### config.mk
export PLATFORM = sky130hd
export DESIGN_NAME = gb_host_arbiter
export DESIGN_NICKNAME = d
export VERILOG_FILES = /design/src/rtl/gb_host_arbiter.sv
export SDC_FILE = /design/constraint.sdc
export NUM_CORES = 1
export LEC_CHECK = 0
export CORE_ASPECT_RATIO = 0.5
export CORE_MARGIN = 8
export CORE_UTILIZATION = 55
export CTS_BUF_LIST = sky130_fd_sc_hd__clkbuf_8
export DETAILED_ROUTE_END_ITERATION = 16
export DONT_BUFFER_PORTS = 1
export PLACE_DENSITY = 0.7
export SLEW_MARGIN = 20
export SYNTH_ARGS = -nofsm -noshare
export SYNTH_HDL_FRONTEND = slang
export SYNTH_SLANG_ARGS = --single-unit
### constraint.sdc
create_clock -name gb_clk -period 5.7 [get_ports gb_clk]
set_input_delay 1.71 -clock gb_clk [delete_from_list [all_inputs] [get_ports gb_clk]]
set_output_delay 1.71 -clock gb_clk [all_outputs]
set_load 0.02 [all_outputs]
### src/rtl/gb_host_arbiter.sv
// Round-robin arbiter sharing one ghostbus host port between two masters.
// One transaction in flight at a time; strobes, acks and read data are all registered.
module gb_host_arbiter #(
    parameter int AW         = 24,
    parameter int DW         = 32,
    parameter int RD_LATENCY = 2
) (
    input  logic          gb_clk,
    input  logic          gb_rst,
    input  logic          a_req,
    input  logic          a_we,
    input  logic [AW-1:0] a_addr,
    input  logic [DW-1:0] a_wdata,
    output logic          a_ack,
    output logic [DW-1:0] a_rdata,
    input  logic          b_req,
    input  logic          b_we,
    input  logic [AW-1:0] b_addr,
    input  logic [DW-1:0] b_wdata,
    output logic          b_ack,
    output logic [DW-1:0] b_rdata,
    output logic [AW-1:0] gb_addr,
    output logic [DW-1:0] gb_wdata,
    output logic          gb_wen,
    output logic          gb_rstb,
    input  logic [DW-1:0] gb_rdata,
    output logic          busy,
    output logic [1:0]    o_dbg_state
);
    // Handshake: a master raises req with we/addr/wdata stable and holds it until
    // its one-cycle ack; req still high in the cycle after ack is a new transaction.
    typedef enum logic [1:0] {
        S_IDLE   = 2'd0,
        S_STROBE = 2'd1,
        S_WAIT   = 2'd2,
        S_ACK    = 2'd3
    } state_t;

    localparam logic [3:0] LAT_M1 = 4'(RD_LATENCY - 1);

    state_t        r_state, w_state_n;
    logic [3:0]    r_cnt, w_cnt_n;
    logic          r_gnt_b, w_gnt_b_n;
    logic          r_last_b, w_last_b_n;
    logic          r_we, w_we_n;
    logic [AW-1:0] r_addr, w_addr_n;
    logic [DW-1:0] r_wdata, w_wdata_n;
    logic          r_wen, w_wen_n;
    logic          r_rstb, w_rstb_n;
    logic          r_a_ack, w_a_ack_n;
    logic          r_b_ack, w_b_ack_n;
    logic [DW-1:0] r_a_rdata, w_a_rdata_n;
    logic [DW-1:0] r_b_rdata, w_b_rdata_n;
    logic          r_busy, w_busy_n;
    logic          w_pick_b;
    logic          w_sel_we;

    // B wins when it is alone, or when both request and A was served last.
    assign w_pick_b = b_req & (~a_req | ~r_last_b);
    assign w_sel_we = w_pick_b ? b_we : a_we;

    always_comb begin
        w_state_n   = r_state;
        w_cnt_n     = r_cnt;
        w_gnt_b_n   = r_gnt_b;
        w_last_b_n  = r_last_b;
        w_we_n      = r_we;
        w_addr_n    = r_addr;
        w_wdata_n   = r_wdata;
        w_wen_n     = 1'b0;
        w_rstb_n    = 1'b0;
        w_a_ack_n   = 1'b0;
        w_b_ack_n   = 1'b0;
        w_a_rdata_n = r_a_rdata;
        w_b_rdata_n = r_b_rdata;
        w_busy_n    = r_busy;
        case (r_state)
            S_IDLE: begin
                if (a_req || b_req) begin
                    w_gnt_b_n  = w_pick_b;
                    w_last_b_n = w_pick_b;
                    w_we_n     = w_sel_we;
                    w_addr_n   = w_pick_b ? b_addr : a_addr;
                    w_wdata_n  = w_pick_b ? b_wdata : a_wdata;
                    w_wen_n    = w_sel_we;
                    w_rstb_n   = ~w_sel_we;
                    w_busy_n   = 1'b1;
                    w_state_n  = S_STROBE;
                end
            end
            S_STROBE: begin
                if (r_we) begin
                    w_a_ack_n = ~r_gnt_b;
                    w_b_ack_n = r_gnt_b;
                    w_state_n = S_ACK;
                end else begin
                    w_cnt_n   = LAT_M1;
                    w_state_n = S_WAIT;
                end
            end
            S_WAIT: begin
                if (r_cnt == 4'd0) begin
                    if (r_gnt_b) w_b_rdata_n = gb_rdata;
                    else         w_a_rdata_n = gb_rdata;
                    w_a_ack_n = ~r_gnt_b;
                    w_b_ack_n = r_gnt_b;
                    w_state_n = S_ACK;
                end else begin
                    w_cnt_n = r_cnt - 4'd1;
                end
            end
            S_ACK: begin
                w_busy_n  = 1'b0;
                w_state_n = S_IDLE;
            end
            default: w_state_n = S_IDLE;
        endcase
    end

    always_ff @(posedge gb_clk or posedge gb_rst) begin
        if (gb_rst) begin
            r_state   <= S_IDLE;
            r_cnt     <= 4'd0;
            r_gnt_b   <= 1'b0;
            r_last_b  <= 1'b1;
            r_we      <= 1'b0;
            r_addr    <= '0;
            r_wdata   <= '0;
            r_wen     <= 1'b0;
            r_rstb    <= 1'b0;
            r_a_ack   <= 1'b0;
            r_b_ack   <= 1'b0;
            r_a_rdata <= '0;
            r_b_rdata <= '0;
            r_busy    <= 1'b0;
        end else begin
            r_state   <= w_state_n;
            r_cnt     <= w_cnt_n;
            r_gnt_b   <= w_gnt_b_n;
            r_last_b  <= w_last_b_n;
            r_we      <= w_we_n;
            r_addr    <= w_addr_n;
            r_wdata   <= w_wdata_n;
            r_wen     <= w_wen_n;
            r_rstb    <= w_rstb_n;
            r_a_ack   <= w_a_ack_n;
            r_b_ack   <= w_b_ack_n;
            r_a_rdata <= w_a_rdata_n;
            r_b_rdata <= w_b_rdata_n;
            r_busy    <= w_busy_n;
        end
    end

    assign gb_addr     = r_addr;
    assign gb_wdata    = r_wdata;
    assign gb_wen      = r_wen;
    assign gb_rstb     = r_rstb;
    assign a_ack       = r_a_ack;
    assign b_ack       = r_b_ack;
    assign a_rdata     = r_a_rdata;
    assign b_rdata     = r_b_rdata;
    assign busy        = r_busy;
    assign o_dbg_state = r_state;

endmodule

==> flow_results.org, run 1 <==
** STA
- Min Clock Period, post-route :: between 3000 and 4000 ps
- Crit share post-route :: ~57%
- Measured against its own limit, the worst slew margin works out to ~33%.
- Setup violations remaining at the end of the flow were counted as 0.
- Hold Worst Slack :: between 500 and 600 ps
- Unrepaired setup endpoints after global routing :: no
- Number of max-slew violations in the final report :: 0
- Setup skew after layout :: approximately 10 ps
- Final Hold Viols :: 0
- Final setup TNS :: 0 ps
- Worst Tran Pin Value :: slightly above 1000 ps
- Based on the critical path, the design can be clocked at up to 307.5 MHz.

** Clock network
- TritonCTS built the clock tree.
- In this run the clock root is driven by a sky130_fd_sc_hd__clkbuf_8.
- Clock-pin slew of the registers on the worst-case setup and hold paths :: roughly 80 ps
- Number of sinks handled by clock tree synthesis :: approximately 130
- Deepest level of the CTS H-tree :: 4
- Total clock buffers created by CTS :: 17
- At the later pin of the worst-skew pair, clock insertion delay measures between 400 and 500 ps.
- Count of buffers added by post-CTS timing repair for setup :: 0
- The number of hold buffers added after CTS was 0.
- The number of gates resized after CTS was 0.
- Clock Path Buffers :: 2

** Floorplan
- The initialized floorplan defines 26 standard-cell rows.
- between 200 and 300 I/O pins were placed.
- Starting density of the core :: 56.20%
- Die area :: about 14000 sq um
- Core box area :: 10150 sq um
- Chip Height :: ~88 um
- The floorplan step set the die width to 160.0 um.

** Yosys
- Number of synthesis warnings :: 0
- Of the synthesized area, sequential elements account for approximately 60%.
- The number of nets handed over by synthesis was 609.
- Number of synthesized flops with an enable pin :: 0
- Counting flops and latches in the post-synthesis netlist gives between 100 and 150.
- Most instantiated cells after synthesis :: sky130_fd_sc_hd__dfrtp_1 (133), sky130_fd_sc_hd__mux2_2 (63), sky130_fd_sc_hd__o21ai_0 (60)
- The synthesized netlist devotes 0% of its cell area to XOR and XNOR gates.
- Compound-cell area share of the yosys netlist :: around 7.8%
- Gate Count Post-Synth :: approximately 450
- The mapped netlist covers approximately 5700 sq um.
- Area share of and/or/nand/nor cells after synthesis :: between 6 and 7%
- Measured against the total synthesized area, the mux share comes to 23.01%.
- Most frequently used flop master after synthesis :: sky130_fd_sc_hd__dfrtp_1
- The number of different library cells used by synthesis comes to 38.
- Main combinational cell family by area after synthesis :: multiplexers
- Cell accounting for the most synthesized area :: sky130_fd_sc_hd__dfrtp_1
- After synthesis, the share of flip-flops with an asynchronous set or reset is 100.0%.
- A synthesized cell averages between 10 and 15 sq um.
- Proportion of netlist area held by the largest area contributor :: about three fifths
- Dominant cells by area after synthesis :: sky130_fd_sc_hd__dfrtp_1 (58%), sky130_fd_sc_hd__mux2_2 (12%), sky130_fd_sc_hd__mux2i_1 (10%), sky130_fd_sc_hd__o21ai_0 (5.3%), sky130_fd_sc_hd__nand2_1 (3.9%)
- sky130_fd_sc_hd__dfrtp_1 is the most common cell in the netlist.
- The synthesized netlist devotes ~1.3% of its cell area to adder and majority cells.

** Critical path
- Reg-to-reg critical path endpoint :: gb_wdata[19]
- STA puts the critical path data required time at a little under 6000 ps.
- In this run the worst setup path terminates at gb_wdata[19].
- Slowest cell delay on critical path :: approximately 780 ps
- Cell class contributing the biggest share of worst-path delay :: compound AO/OA/AOI/OAI gates
- Among all stages on the critical path, the largest delay is contributed by sky130_fd_sc_hd__a21boi_4.
- Type of element launching the critical path :: primary input
- Combined buffer and inverter count along the critical path :: 1
- Maximum fanout encountered on the critical timing path :: 35
- Worst Path Arrival :: ~3500 ps
- The most critical setup path has its startpoint at b_req.
- Reg-to-reg critical path startpoint :: r_last_b
- Traced cell by cell, the critical path runs through a21boi_4 -> buf_4 -> mux2i_1 -> o21ai_0.
- Depth of the most critical reg-to-reg path :: 4
- Endpoint kind of the worst setup timing path :: flop
- The setup path with the least slack is of type in2reg.
- The critical path runs through a total of 4 cells.
- Register-to-register setup slack :: between 3000 and 4000 ps

** GRT
- GR met2 Demand/Resource :: a little under a third
- The number of global-route vias before repair is 3578.
- For met1 alone, demand over resource in global routing was between 20% and 30%.
- GR Util met3 :: under 10%
- Entering global routing, the biggest net connects 114 pins.
- Global routing finished with a remaining overflow of 0.
- The first global-routing pass estimated 20710 um of wire.
- Global routing consumed, over all layers together, a little under a fifth of the routing resources.
- In this run the most used layer during global routing was met2.
- Antenna violations before repair :: 0

** Finish
- Syn-to-layout area delta :: 8.489%
- The repair_antennas step left the layout with diodes totalling 0.
- Nets :: a little over 600
- Proportion of layout cells with a drive suffix above 1 :: between 20% and 30%

** Drt
- Starting DRC count in detailed routing :: around 150
- Number of detailed-route iterations in the first pass :: 4
- Avg Vias per Cell :: about 5.5
- Number of remaining DRC errors :: 0
- For this block, the routed nets add up to between 10000 and 15000 um of wire.
- Vias :: around 3300
- Once detail routing completed, the nets flagged for antenna violations numbered 0.
- Average wire length per cell after detail routing :: around 22 um

** Power
- Across the VDD grid, the largest voltage drop is approximately 250 uV.
- Leakage Power :: about 2.8 nW
- Tot Pwr :: 0.003973 W
- Power spread over the standard cell area amounts to between 600 and 700 nW/um^2.

** Placement
- PortBufs :: 0
- Routability congestion estimate :: between 0.7 and 0.8
- Post-detailed-placement half-perimeter wirelength :: between 10000 and 15000 um

** Min path
- In this run the worst hold path is classified as reg2reg.
- Min-delay src :: r_gnt_b

** Run status
- The run finished with clean final reports.

** Run
- Count of max-cap constraint violations :: 0
[registers in the layout, indices dropped and copies added (netlist names)]
signal / cells
a_ack: 1
gb_wdata: 32
gb_rstb: 1
b_rdata: 32
r_we: 1
gb_wen: 1
b_ack: 1
busy: 1
r_gnt_b: 1
gb_addr: 24
r_cnt: 4
o_dbg_state: 2
a_rdata: 32
r_last_b: 1
[kinds of logic (layout without fill, tap and decap cells)]
kind of cell / count (synthesis) / in the layout
compound gates: 79 / 79
fa+ha+maj: 6 / 6
buf+inv: 31 / 44
flops: 134 / 134
mux: 123 / 123
simple gates: 80 / 80
[power by group]
| part | switching (W) | internal (W) |
|---|---|---|
| combinational | 0.000428 | 0.000425 |
| sequential | 0.000945 | 0.00142 |
| clock | 0.000380 | 0.000374 |
[layout make-up]
class                      count  area [sq um]
inverter                       7         31.28
clock buffer                  19         261.5
multi-input combinational    288          2205
fill                         804          3961
timing repair buffer           5         37.54
clock inverter                13         123.9
tap                          140         175.2
sequential                   134          3354
[worst min-delay path by stage]
stage	to	slack, ps	depth (start not counted)
CTS	a_ack	540	1
global route	a_ack	560	1
floorplan	r_cnt[1]	490	2
finish	a_ack	530	1
global placement	r_cnt[1]	520	2
detailed placement	a_ack	530	1
[placed cells by master (no fill, tap or decap), drive strengths merged, types with 3 or more instances in the layout]
| cell | synthesis | final |
|---|---|---|
| dfrtp | 133 | 133 |
| mux2i | 58 | 58 |
| clkbuf | 7 | 19 |
| buf | 17 | 5 |
| mux2 | 65 | 65 |
| o21ai | 60 | 60 |
| clkinv | 0 | 7 |
| nor2b | 3 | 3 |
| nand2 | 59 | 59 |
| inv | 7 | 10 |
| ha | 6 | 6 |
| a21oi | 5 | 5 |
| nor2 | 8 | 8 |
[per-layer routing]
layer / wire length (um) / part of all wire, % / up-vias
met5: 0 / 0 / -
met4: 142 / 1.1 / 0
met3: 1407 / 10 / 11
met2: 6790 / 50 / 147
met1: 5168 / 38 / 1592
li1: - / - / 1587
[per-stage QoR]
stage | instances | area [sq um] | utilization, % | worst slack [ps]
after floorplan | 453 | 5704 | - | 408.9
after global placement | 574 | 5803 | 57.17 | 2072
after detailed placement | 574 | 5803 | 57.17 | 2032
after CTS | 606 | 6188 | 60.97 | 2479
after global routing | 606 | 6188 | 60.97 | 2340
final | 606 | 6188 | 60.97 | 2448
No activity file was read; power rests on OpenSTA's default activity.
==> run 2: changes to the inputs <==
==> constraint.sdc (replaced) <==
create_clock -name gb_clk -period 3.2 [get_ports gb_clk]
set_input_delay 0.96 -clock gb_clk [delete_from_list [all_inputs] [get_ports gb_clk]]
set_output_delay 0.96 -clock gb_clk [all_outputs]
set_load 0.02 [all_outputs]
==> run 2 against run 1 <==
  * Clock skew increased by 5.3 ps
  * Highest routed layer unchanged
  * Clock-buffer cell count decreased by 1
  * Critical path depth increased by 2
  * Critical path type is now reg2reg
  * Combinational power increased by 80%
  * Utilization increased by 0.49 points
  * Sequential power increased by 77%
  * Largest power group unchanged
  * Register-to-register slack got worse by 2400 ps
==> flow_results.org, run 2 (synthesized netlist as in run 1, its figures left out) <==
** Critical path
- For the worst setup path, the data required time is roughly 3500 ps.
- Crit path kind :: reg2reg
- In this run the critical register-to-register path is captured at a_rdata[22].
- Counting cells, the worst reg-to-reg path comes to 6.
- In this run the worst path has a maximum fanout of 32.
- Data arrives at the worst endpoint at 2530 ps.
- Register-to-register setup slack :: ~980 ps
- Endpoint kind of the worst setup timing path :: flop
- The worst setup path is launched from a flop.
- The worst register-to-register path begins at o_dbg_state[0].

** Drt
- The count of nets left with antenna violations once routing finished came out at 0.
- The routed design has between 10000 and 15000 um of wire.
- In the routed design, unresolved DRC markers number 0.
- Average wire length per cell after detail routing :: around 21 um
- Number of detailed-route iterations in the first pass :: 4
- Starting DRC count in detailed routing :: ~140
- Avg Vias per Cell :: ~5.5
- Vias :: 3334

** Placement
- Routability congestion estimate :: a little under 0.8
- The number of placed instances, taps included, is ~580.
- Post-detailed-placement half-perimeter wirelength :: roughly 9900 um
- PortBufs :: 0

** GRT
- Antenna violations before repair :: 0
- The first global-routing pass estimated between 20000 and 25000 um of wire.
- For this run, the total global-route usage over all layers was measured as a little under a fifth.
- Entering global routing, the biggest net connects around 110 pins.
- Global routing finished with a remaining overflow of 0.
- Number of global-route vias before repair :: 3583

** Clock network
- In this run the number of H-tree levels came out at 4.
- Counting the buffers created by CTS gives 17.
- Count of buffers added by post-CTS timing repair for setup :: 0
- Clock Path Buffers :: 2
- At the later pin of the worst-skew pair, clock insertion delay measures between 400 and 500 ps.
- # hold bufs at CTS :: 0
- Post_cts resized :: 0
- TritonCTS built the clock tree.
- CTS root buffer :: sky130_fd_sc_hd__clkbuf_8
- Number of sinks handled by clock tree synthesis :: ~130
- Clock-pin slew of the registers on the worst-case setup and hold paths :: 70 ps

** Floorplan
- The die covers ~14000 sq um.
- Number of rows in the core area :: 26
- In this run the vertical extent of the chip is 88.01 um.
- Core box area :: around 10000 sq um
- Horizontal die dimension :: 160.0 um
- Starting density of the core :: around 56%
- Top-Level Pins :: around 280

** Finish
- Leaving out fill and tap cells, the most frequent cell in the layout is sky130_fd_sc_hd__dfrtp_1.
- Final std cells w/o fill :: slightly above 600
- In the final design database the tool counted approximately 610 nets.
- In the layout the commonest cells are sky130_fd_sc_hd__dfrtp_1 (133), sky130_fd_sc_hd__mux2_2 (63), sky130_fd_sc_hd__nand2_1 (59), sky130_fd_sc_hd__o21ai_0 (59), sky130_fd_sc_hd__mux2i_1 (58).
- Proportion of layout cells with a drive suffix above 1 :: a little under a quarter
- The area growth from synthesis to layout is 9.366%.
- Number of antenna repair diodes :: 0
- Final Core Density :: between 60% and 70%

** Power
- VDD IR max :: just under 400 uV
- Leakage Power :: about 2.8 nW
- Pwr per Cell Area :: 1127 nW/um^2

** STA
- Min Clock Period, post-route :: around 2200 ps
- The number of failing hold endpoints at the final stage is 0.
- Setup skew after layout :: 15.78 ps
- In this run the tightest slew margin relative to its limit is between 50 and 60%.
- Setup repair after global routing left no endpoint under its margin.
- Number of max-slew violations in the final report :: 0
- Achievable Freq :: around 450 MHz
- Setup-failing EPs final :: 0
- For the pin with the worst max-slew slack, the measured transition is between 700 and 800 ps.
- Crit share post-route :: a little over two thirds
- Summed over all failing endpoints, the final setup total negative slack is 0 ps.

** Run status
- The run finished with clean final reports.

** Run
- Max-cap violations in this run came to 0.

** Min path
- Class of the tightest hold or removal check :: in2async
run 2: cell count changes in the layout (fill, tap and decap cells not counted):
cell | previous run | this run
sky130_fd_sc_hd__clkinv_2 | 3 | 4
sky130_fd_sc_hd__buf_12 | 0 | 4
sky130_fd_sc_hd__inv_8 | 1 | 0
sky130_fd_sc_hd__buf_4 | 5 | 3
sky130_fd_sc_hd__inv_6 | 3 | 4
sky130_fd_sc_hd__clkinvlp_4 | 2 | 5
sky130_fd_sc_hd__clkinv_4 | 4 | 1
sky130_fd_sc_hd__clkbuf_8 | 19 | 18
run 2: stage by stage:
step	power, W	setup WS, ps	hold WS, ps	cell area [sq um]
final	0.007028	977.5	515.4	6238
after global routing	0.007527	821.0	542.7	6238
after CTS	0.007146	950.4	523.6	6238
after detailed placement	0.005844	946.5	528.4	5867
after global placement	0.005744	1003	533.8	5867
after floorplan	0.005289	575.6	485.1	5708
run 2: cell type report:
class	count	area, sq um
repair buffers	7	102.6
clock buffers	18	247.7
flip-flops and latches	134	3354
inverters	7	30.03
fillers	807	3911
well taps	140	175.2
multi-input cells	288	2205
clock inverters	14	123.9
run 2: worst max-delay path, cell delays in order (launching register included):
cell	delay (ps)
sky130_fd_sc_hd__dfrtp_1	500
sky130_fd_sc_hd__inv_1	160
sky130_fd_sc_hd__ha_1	290
sky130_fd_sc_hd__inv_1	170
sky130_fd_sc_hd__nor3_4	190
sky130_fd_sc_hd__buf_4	400
sky130_fd_sc_hd__mux2_2	390
run 2: power breakdown:
| group | internal (W) | switching (W) |
|---|---|---|
| Clock | 0.000638 | 0.000649 |
| Sequential | 0.00253 | 0.00167 |
| Combinational | 0.000781 | 0.000757 |
| Total | 0.00395 | 0.00308 |
run 2: metal layers:
metal	track usage [%]	vias to the layer above	part of all wire, %
met1	20.58	1577	39
li1	-	1602	-
met4	4.882	0	0.96
met2	30.56	140	51
met3	8.208	15	9.0
met5	0	-	0
run 2: worst max path at each step:
stage | from | end | slack (ps) | depth (start not counted)
floorplan | gb_rst | a_ack | 580 | 1
global placement | r_cnt[0] | a_rdata[8] | 1000 | 6
detailed placement | o_dbg_state[0] | a_rdata[22] | 950 | 6
CTS | o_dbg_state[0] | a_rdata[22] | 950 | 6
global route | o_dbg_state[0] | a_rdata[22] | 820 | 6
finish | o_dbg_state[0] | a_rdata[22] | 980 | 6
